$ cat config.mk
export PLATFORM = sky130hd
export DESIGN_NAME = color_shuffler
export DESIGN_NICKNAME = d
export VERILOG_FILES = /design/src/rtl/color_shuffler.sv
export SDC_FILE = /design/constraint.sdc
export NUM_CORES = 1
export LEC_CHECK = 0
export ABC_AREA = 1
export CELL_PAD_IN_SITES_DETAIL_PLACEMENT = 0
export CELL_PAD_IN_SITES_GLOBAL_PLACEMENT = 2
export CORE_ASPECT_RATIO = 1.5
export CORE_MARGIN = 3
export CORE_UTILIZATION = 35
export CTS_CLUSTER_SIZE = 24
export DETAILED_ROUTE_END_ITERATION = 10
export PLACE_DENSITY_LB_ADDON = 0.1
export SKIP_CTS_REPAIR_TIMING = 1
export SYNTH_ARGS = -nofsm -noshare
export SYNTH_HDL_FRONTEND = slang
export SYNTH_SLANG_ARGS = --single-unit
$ cat constraint.sdc
create_clock -name clk -period 3.8 [get_ports clk]
set_clock_uncertainty 0.05 [all_clocks]
set_input_delay 0.38 -clock clk [delete_from_list [all_inputs] [get_ports clk]]
set_output_delay 0.38 -clock clk [all_outputs]
set_load 0.01 [all_outputs]
$ cat src/rtl/color_shuffler.sv
// Color shuffler: deals 16 cards (8 colors, two of each) into a random order
// with an LFSR-driven Fisher-Yates shuffle. Index draws larger than the
// current step index are rejected and redrawn; after RETRY_MAX rejections the
// step degenerates to a no-op swap so the latency stays bounded.
module color_shuffler #(
  parameter logic [15:0] LFSR_SEED = 16'hACE1,
  parameter int unsigned RETRY_MAX = 8
) (
  input  logic        clk,
  input  logic        rst,
  input  logic        compute_colors,
  output logic        computing_colors_finished,
  output logic [47:0] card_colors,
  output logic        card_colors_valid,
  output logic        busy
);

  localparam int unsigned RW = (RETRY_MAX > 1) ? $clog2(RETRY_MAX) : 1;
  localparam logic [RW-1:0] RETRY_LAST = RW'(RETRY_MAX - 1);

  typedef enum logic [2:0] {IDLE, FILL, PICK, SWAP, DONE} state_t;

  state_t        state;
  state_t        state_next;
  logic [15:0]   lfsr;
  logic [3:0]    r;
  logic [3:0]    i;
  logic [3:0]    j;
  logic [RW-1:0] retry;
  logic          comp_q;
  logic          start;
  logic          pick_ok;
  logic          pick_last;

  assign r         = lfsr[3:0];
  assign start     = compute_colors & ~comp_q;
  assign pick_ok   = (r <= i);
  assign pick_last = (retry == RETRY_LAST);

  // State register
  always_ff @(posedge clk or posedge rst) begin
    if (rst) state <= IDLE;
    else     state <= state_next;
  end

  // Next-state logic
  always_comb begin
    state_next = state;
    case (state)
      IDLE: if (start) state_next = FILL;
      FILL: state_next = PICK;
      PICK: if (pick_ok || pick_last) state_next = SWAP;
      SWAP: state_next = (i == 4'd1) ? DONE : PICK;
      DONE: state_next = IDLE;
      default: state_next = IDLE;
    endcase
  end

  // Free-running LFSR and request edge-detect register
  always_ff @(posedge clk or posedge rst) begin
    if (rst) begin
      lfsr   <= LFSR_SEED;
      comp_q <= 1'b0;
    end else begin
      lfsr   <= {lfsr[14:0], lfsr[15] ^ lfsr[13] ^ lfsr[12] ^ lfsr[10]};
      comp_q <= compute_colors;
    end
  end

  // Shuffle datapath and registered status outputs
  always_ff @(posedge clk or posedge rst) begin
    if (rst) begin
      card_colors               <= '0;
      card_colors_valid         <= 1'b0;
      busy                      <= 1'b0;
      computing_colors_finished <= 1'b0;
      i                         <= '0;
      j                         <= '0;
      retry                     <= '0;
    end else begin
      case (state)
        IDLE: begin
          if (start) begin
            card_colors_valid <= 1'b0;
            busy              <= 1'b1;
          end
        end
        FILL: begin
          for (int unsigned k = 0; k < 16; k++)
            card_colors[3*k +: 3] <= 3'(k >> 1);
          i     <= 4'd15;
          retry <= '0;
        end
        PICK: begin
          if (pick_ok)        j <= r;
          else if (pick_last) j <= i;
          else                retry <= retry + 1'b1;
        end
        SWAP: begin
          // Both writes read the pre-swap contents, so j == i is a no-op.
          card_colors[3*int'(i) +: 3] <= card_colors[3*int'(j) +: 3];
          card_colors[3*int'(j) +: 3] <= card_colors[3*int'(i) +: 3];
          retry <= '0;
          // Finished is raised on entry to DONE so it is high exactly in DONE.
          if (i == 4'd1) computing_colors_finished <= 1'b1;
          else           i <= i - 1'b1;
        end
        DONE: begin
          computing_colors_finished <= 1'b0;
          card_colors_valid         <= 1'b1;
          busy                      <= 1'b0;
        end
        default: ;
      endcase
    end
  end

endmodule

==> results by group <==
Setup path
  – Worst path required time: 3.99 ns
  – Endpoint arrival time on the critical path: 3.15 ns
  – CP Max Fanout: 19
  – R2R Path End: retry[0]
  – Kind of capture point of the worst setup path: flip-flop
  – Flop-to-flop setup slack: 0.84 ns
  – Worst reg2reg startpoint: i[1]
  – CP Launch Point: i[1]
  – Critical Path Start Type: flip-flop
  – Crit Path Category: reg -> reg
  – Length in cells of the worst reg-to-reg path: 10

Detailed routing
  – Drt initial violations: 418
  – Detailed-route wire length: 22200 um
  – Routed vias: 5922
  – Drt wl/cell: 19.7 um
  – Number of nets with antenna violations after detailed routing: 0
  – DRC violations left: 0
  – Average vias per placed instance: 5.26
  – TritonRoute pass-1 iters: 5

Layout
  – Synth-to-layout area growth: 17.5%
  – Share of cells above drive strength 1: 8.60%
  – Antenna Diode Count: 0
  – Most used cells in the layout excluding fill and tap cells: sky130_fd_sc_hd__nand2_1, sky130_fd_sc_hd__nand3_1, sky130_fd_sc_hd__nor2_1, sky130_fd_sc_hd__inv_1, sky130_fd_sc_hd__dfrtp_1
  – Layout Cells excl Fill: 1125
  – Layout net count: 932
  – Leading cell type in the layout, fill and taps excluded: sky130_fd_sc_hd__nand2_1
  – Core occupancy in the finished layout: 42.0%

STA
  – Final setup violation count: 0
  – Final period util: 77.8%
  – Time the worst path needs with I/O delays and setup: 2.96 ns
  – Final worst hold slack: 0.207 ns
  – Slew at the pin closest to its max-slew limit: 0.772 ns
  – Final hold violation count: 0
  – Max-slew headroom at the worst pin: 48.1%
  – Count of pins over their slew limit: 0
  – RSZ-0062 raised after global routing: no
  – Max Fclk: 338 MHz
  – Total negative slack: 0 ns

Global routing
  – Initial antenna violation count: 0
  – Remaining Overflow, GRT: 0
  – Largest net degree at the start of global routing: 44
  – Number of global-route vias before repair: 5812
  – First-pass GRT wire length: 34500 um
  – GR Util All Layers: 25.0%

Clock tree
  – Clock insertion delay at the later pin of the skew report: 0.36 ns
  – CTS root buf: sky130_fd_sc_hd__clkbuf_16
  – Clock Tree Buf Depth: 2
  – Clock tree from TritonCTS: yes
  – Level count of the clock H-tree: 3
  – Clock Pin Slew Worst Setup and Hold Paths: 0.07 ns
  – Clock sink count: 82
  – CTS Buf Count: 9

Power
  – Static Leakage: 3.19 nW
  – PD cells: 686 nW/um^2
  – Maximum ir drop on the vdd rail: 0.000556 V

Floorplanning
  – Initial core utilization: 35.7%
  – Top-level I/O count: 54
  – Area of the placeable core: 16300 sq um
  – Die area: 18200 sq um
  – Placement row count: 57
  – Overall die height: 164 um
  – Die width: 111 um

Place
  – PortBufs: 53
  – Inst Count DP: 1109
  – Weighted congestion at the end of routability-driven global placement: 0.913
  – Final HPWL DP: 16800 um

Job
  – Max Cap Violations: 0

Logic synthesis
  – #FFs+latches synth: 82
  – Net count after synthesis: 886
  – Number of instances in the synthesized netlist: 868
  – Number of warnings reported in the yosys synthesis log: 0
  – Avg Cell Area, Syn: 6.69 sq um
  – Fraction of the yosys area taken by sequential cells: 35.5%
  – Distinct cell type count of the synthesized netlist: 41
  – Netlist Area Pre-Place: 5800 sq um

Status
  – Result of the run: completed

Worst hold path
  – Min-delay worst type: in -> async
==> cell type report <==
class / instances / area, sq um
Tap cell: 206 / 258
Fill cell: 1718 / 9440
Timing Repair Buffer: 63 / 606
Multi-Input combinational cell: 648 / 3170
Clock inverter: 7 / 76.3
Inverter: 110 / 422
Sequential cell: 82 / 2060
Clock buffer: 9 / 225
==> registers in the layout, summed over array words and instances, names as in the netlist <==
name and flops:
comp_q 1, j 4, i 4, retry 3
computing_colors_finished 1, card_colors_valid 1, busy 1, lfsr 16
card_colors 48, state 3
==> Yosys cell counts (all sizes together) <==
master | instances | area (sq um)
o21ai | 55 | 275
a21o | 1 | 7.51
o21a | 1 | 7.51
buf | 22 | 131
nor4 | 1 | 6.26
xor2 | 3 | 63.8
o22ai | 1 | 6.26
dfstp | 8 | 210
nand4 | 21 | 131
or2 | 5 | 31.3
nand3 | 120 | 616
dfrtp | 74 | 1850
o211ai | 5 | 37.5
xnor2 | 2 | 17.5
clkbuf | 6 | 22.5
nor2 | 118 | 497
o21bai | 12 | 90.1
nand2 | 254 | 986
nand3b | 1 | 7.51
nor3 | 5 | 30.0
a31oi | 7 | 50.1
inv | 110 | 420
ha | 15 | 188
a21oi | 21 | 120
==> where the power goes <==
group	switching [W]	internal [W]	total, W
logic	0.00178	0.000755	0.00254
clock network	0.000398	0.000515	0.000914
registers	0.000198	0.00103	0.00123
==> kinds of logic after synthesis <==
kind of cell	after synthesis	share of synthesized area, %
XOR/XNOR	5	1.40
AO/OA/AOI/OAI	103	10.2
flip-flops	82	35.5
buffers and inverters	138	9.89
AND/OR/NAND/NOR	525	39.7
adder cells (fa/ha/maj)	15	3.23
==> worst max-delay path: stages, from the launching register on <==
cell and delay [ns]:
sky130_fd_sc_hd__dfrtp_1 0.71, sky130_fd_sc_hd__inv_2 0.32, sky130_fd_sc_hd__ha_1 0.39, sky130_fd_sc_hd__inv_1 0.04, sky130_fd_sc_hd__nor2_1 0.07, sky130_fd_sc_hd__o21ai_0 0.10
sky130_fd_sc_hd__a21oi_2 0.33, sky130_fd_sc_hd__o21ai_1 0.29, sky130_fd_sc_hd__a21oi_2 0.29, sky130_fd_sc_hd__o21ai_0 0.12, sky130_fd_sc_hd__o21a_1 0.12
==> per-layer routing <==
metal,wire length (um),GRT usage (%),share of wire [%],up-vias
li1,-,-,-,2889
met1,9320,31.4,42,2826
met2,11100,43.1,50,163
met3,859,3.65,3.9,44
met4,878,10.7,4.0,0
met5,0,0,0,-
==> per-stage QoR <==
step	power (W)	worst slack, ns	area [sq um]
floorplan	0.00280	1.27	5800
global placement	0.00377	1.03	6520
detailed placement	0.00379	0.881	6520
CTS	0.00472	0.867	6820
global route	0.00504	0.548	6820
finish	0.00468	0.843	6820
==> how the worst max path moves through the flow <==
stage	end	slack, ns	cells past startpoint
final	retry[0]	0.84	10
after global routing	retry[0]	0.55	10
after CTS	retry[0]	0.87	10
after detailed placement	retry[0]	0.88	10
after global placement	retry[0]	1.03	10
after floorplan	busy	1.27	1
No activity file was read; power rests on OpenSTA's default activity.
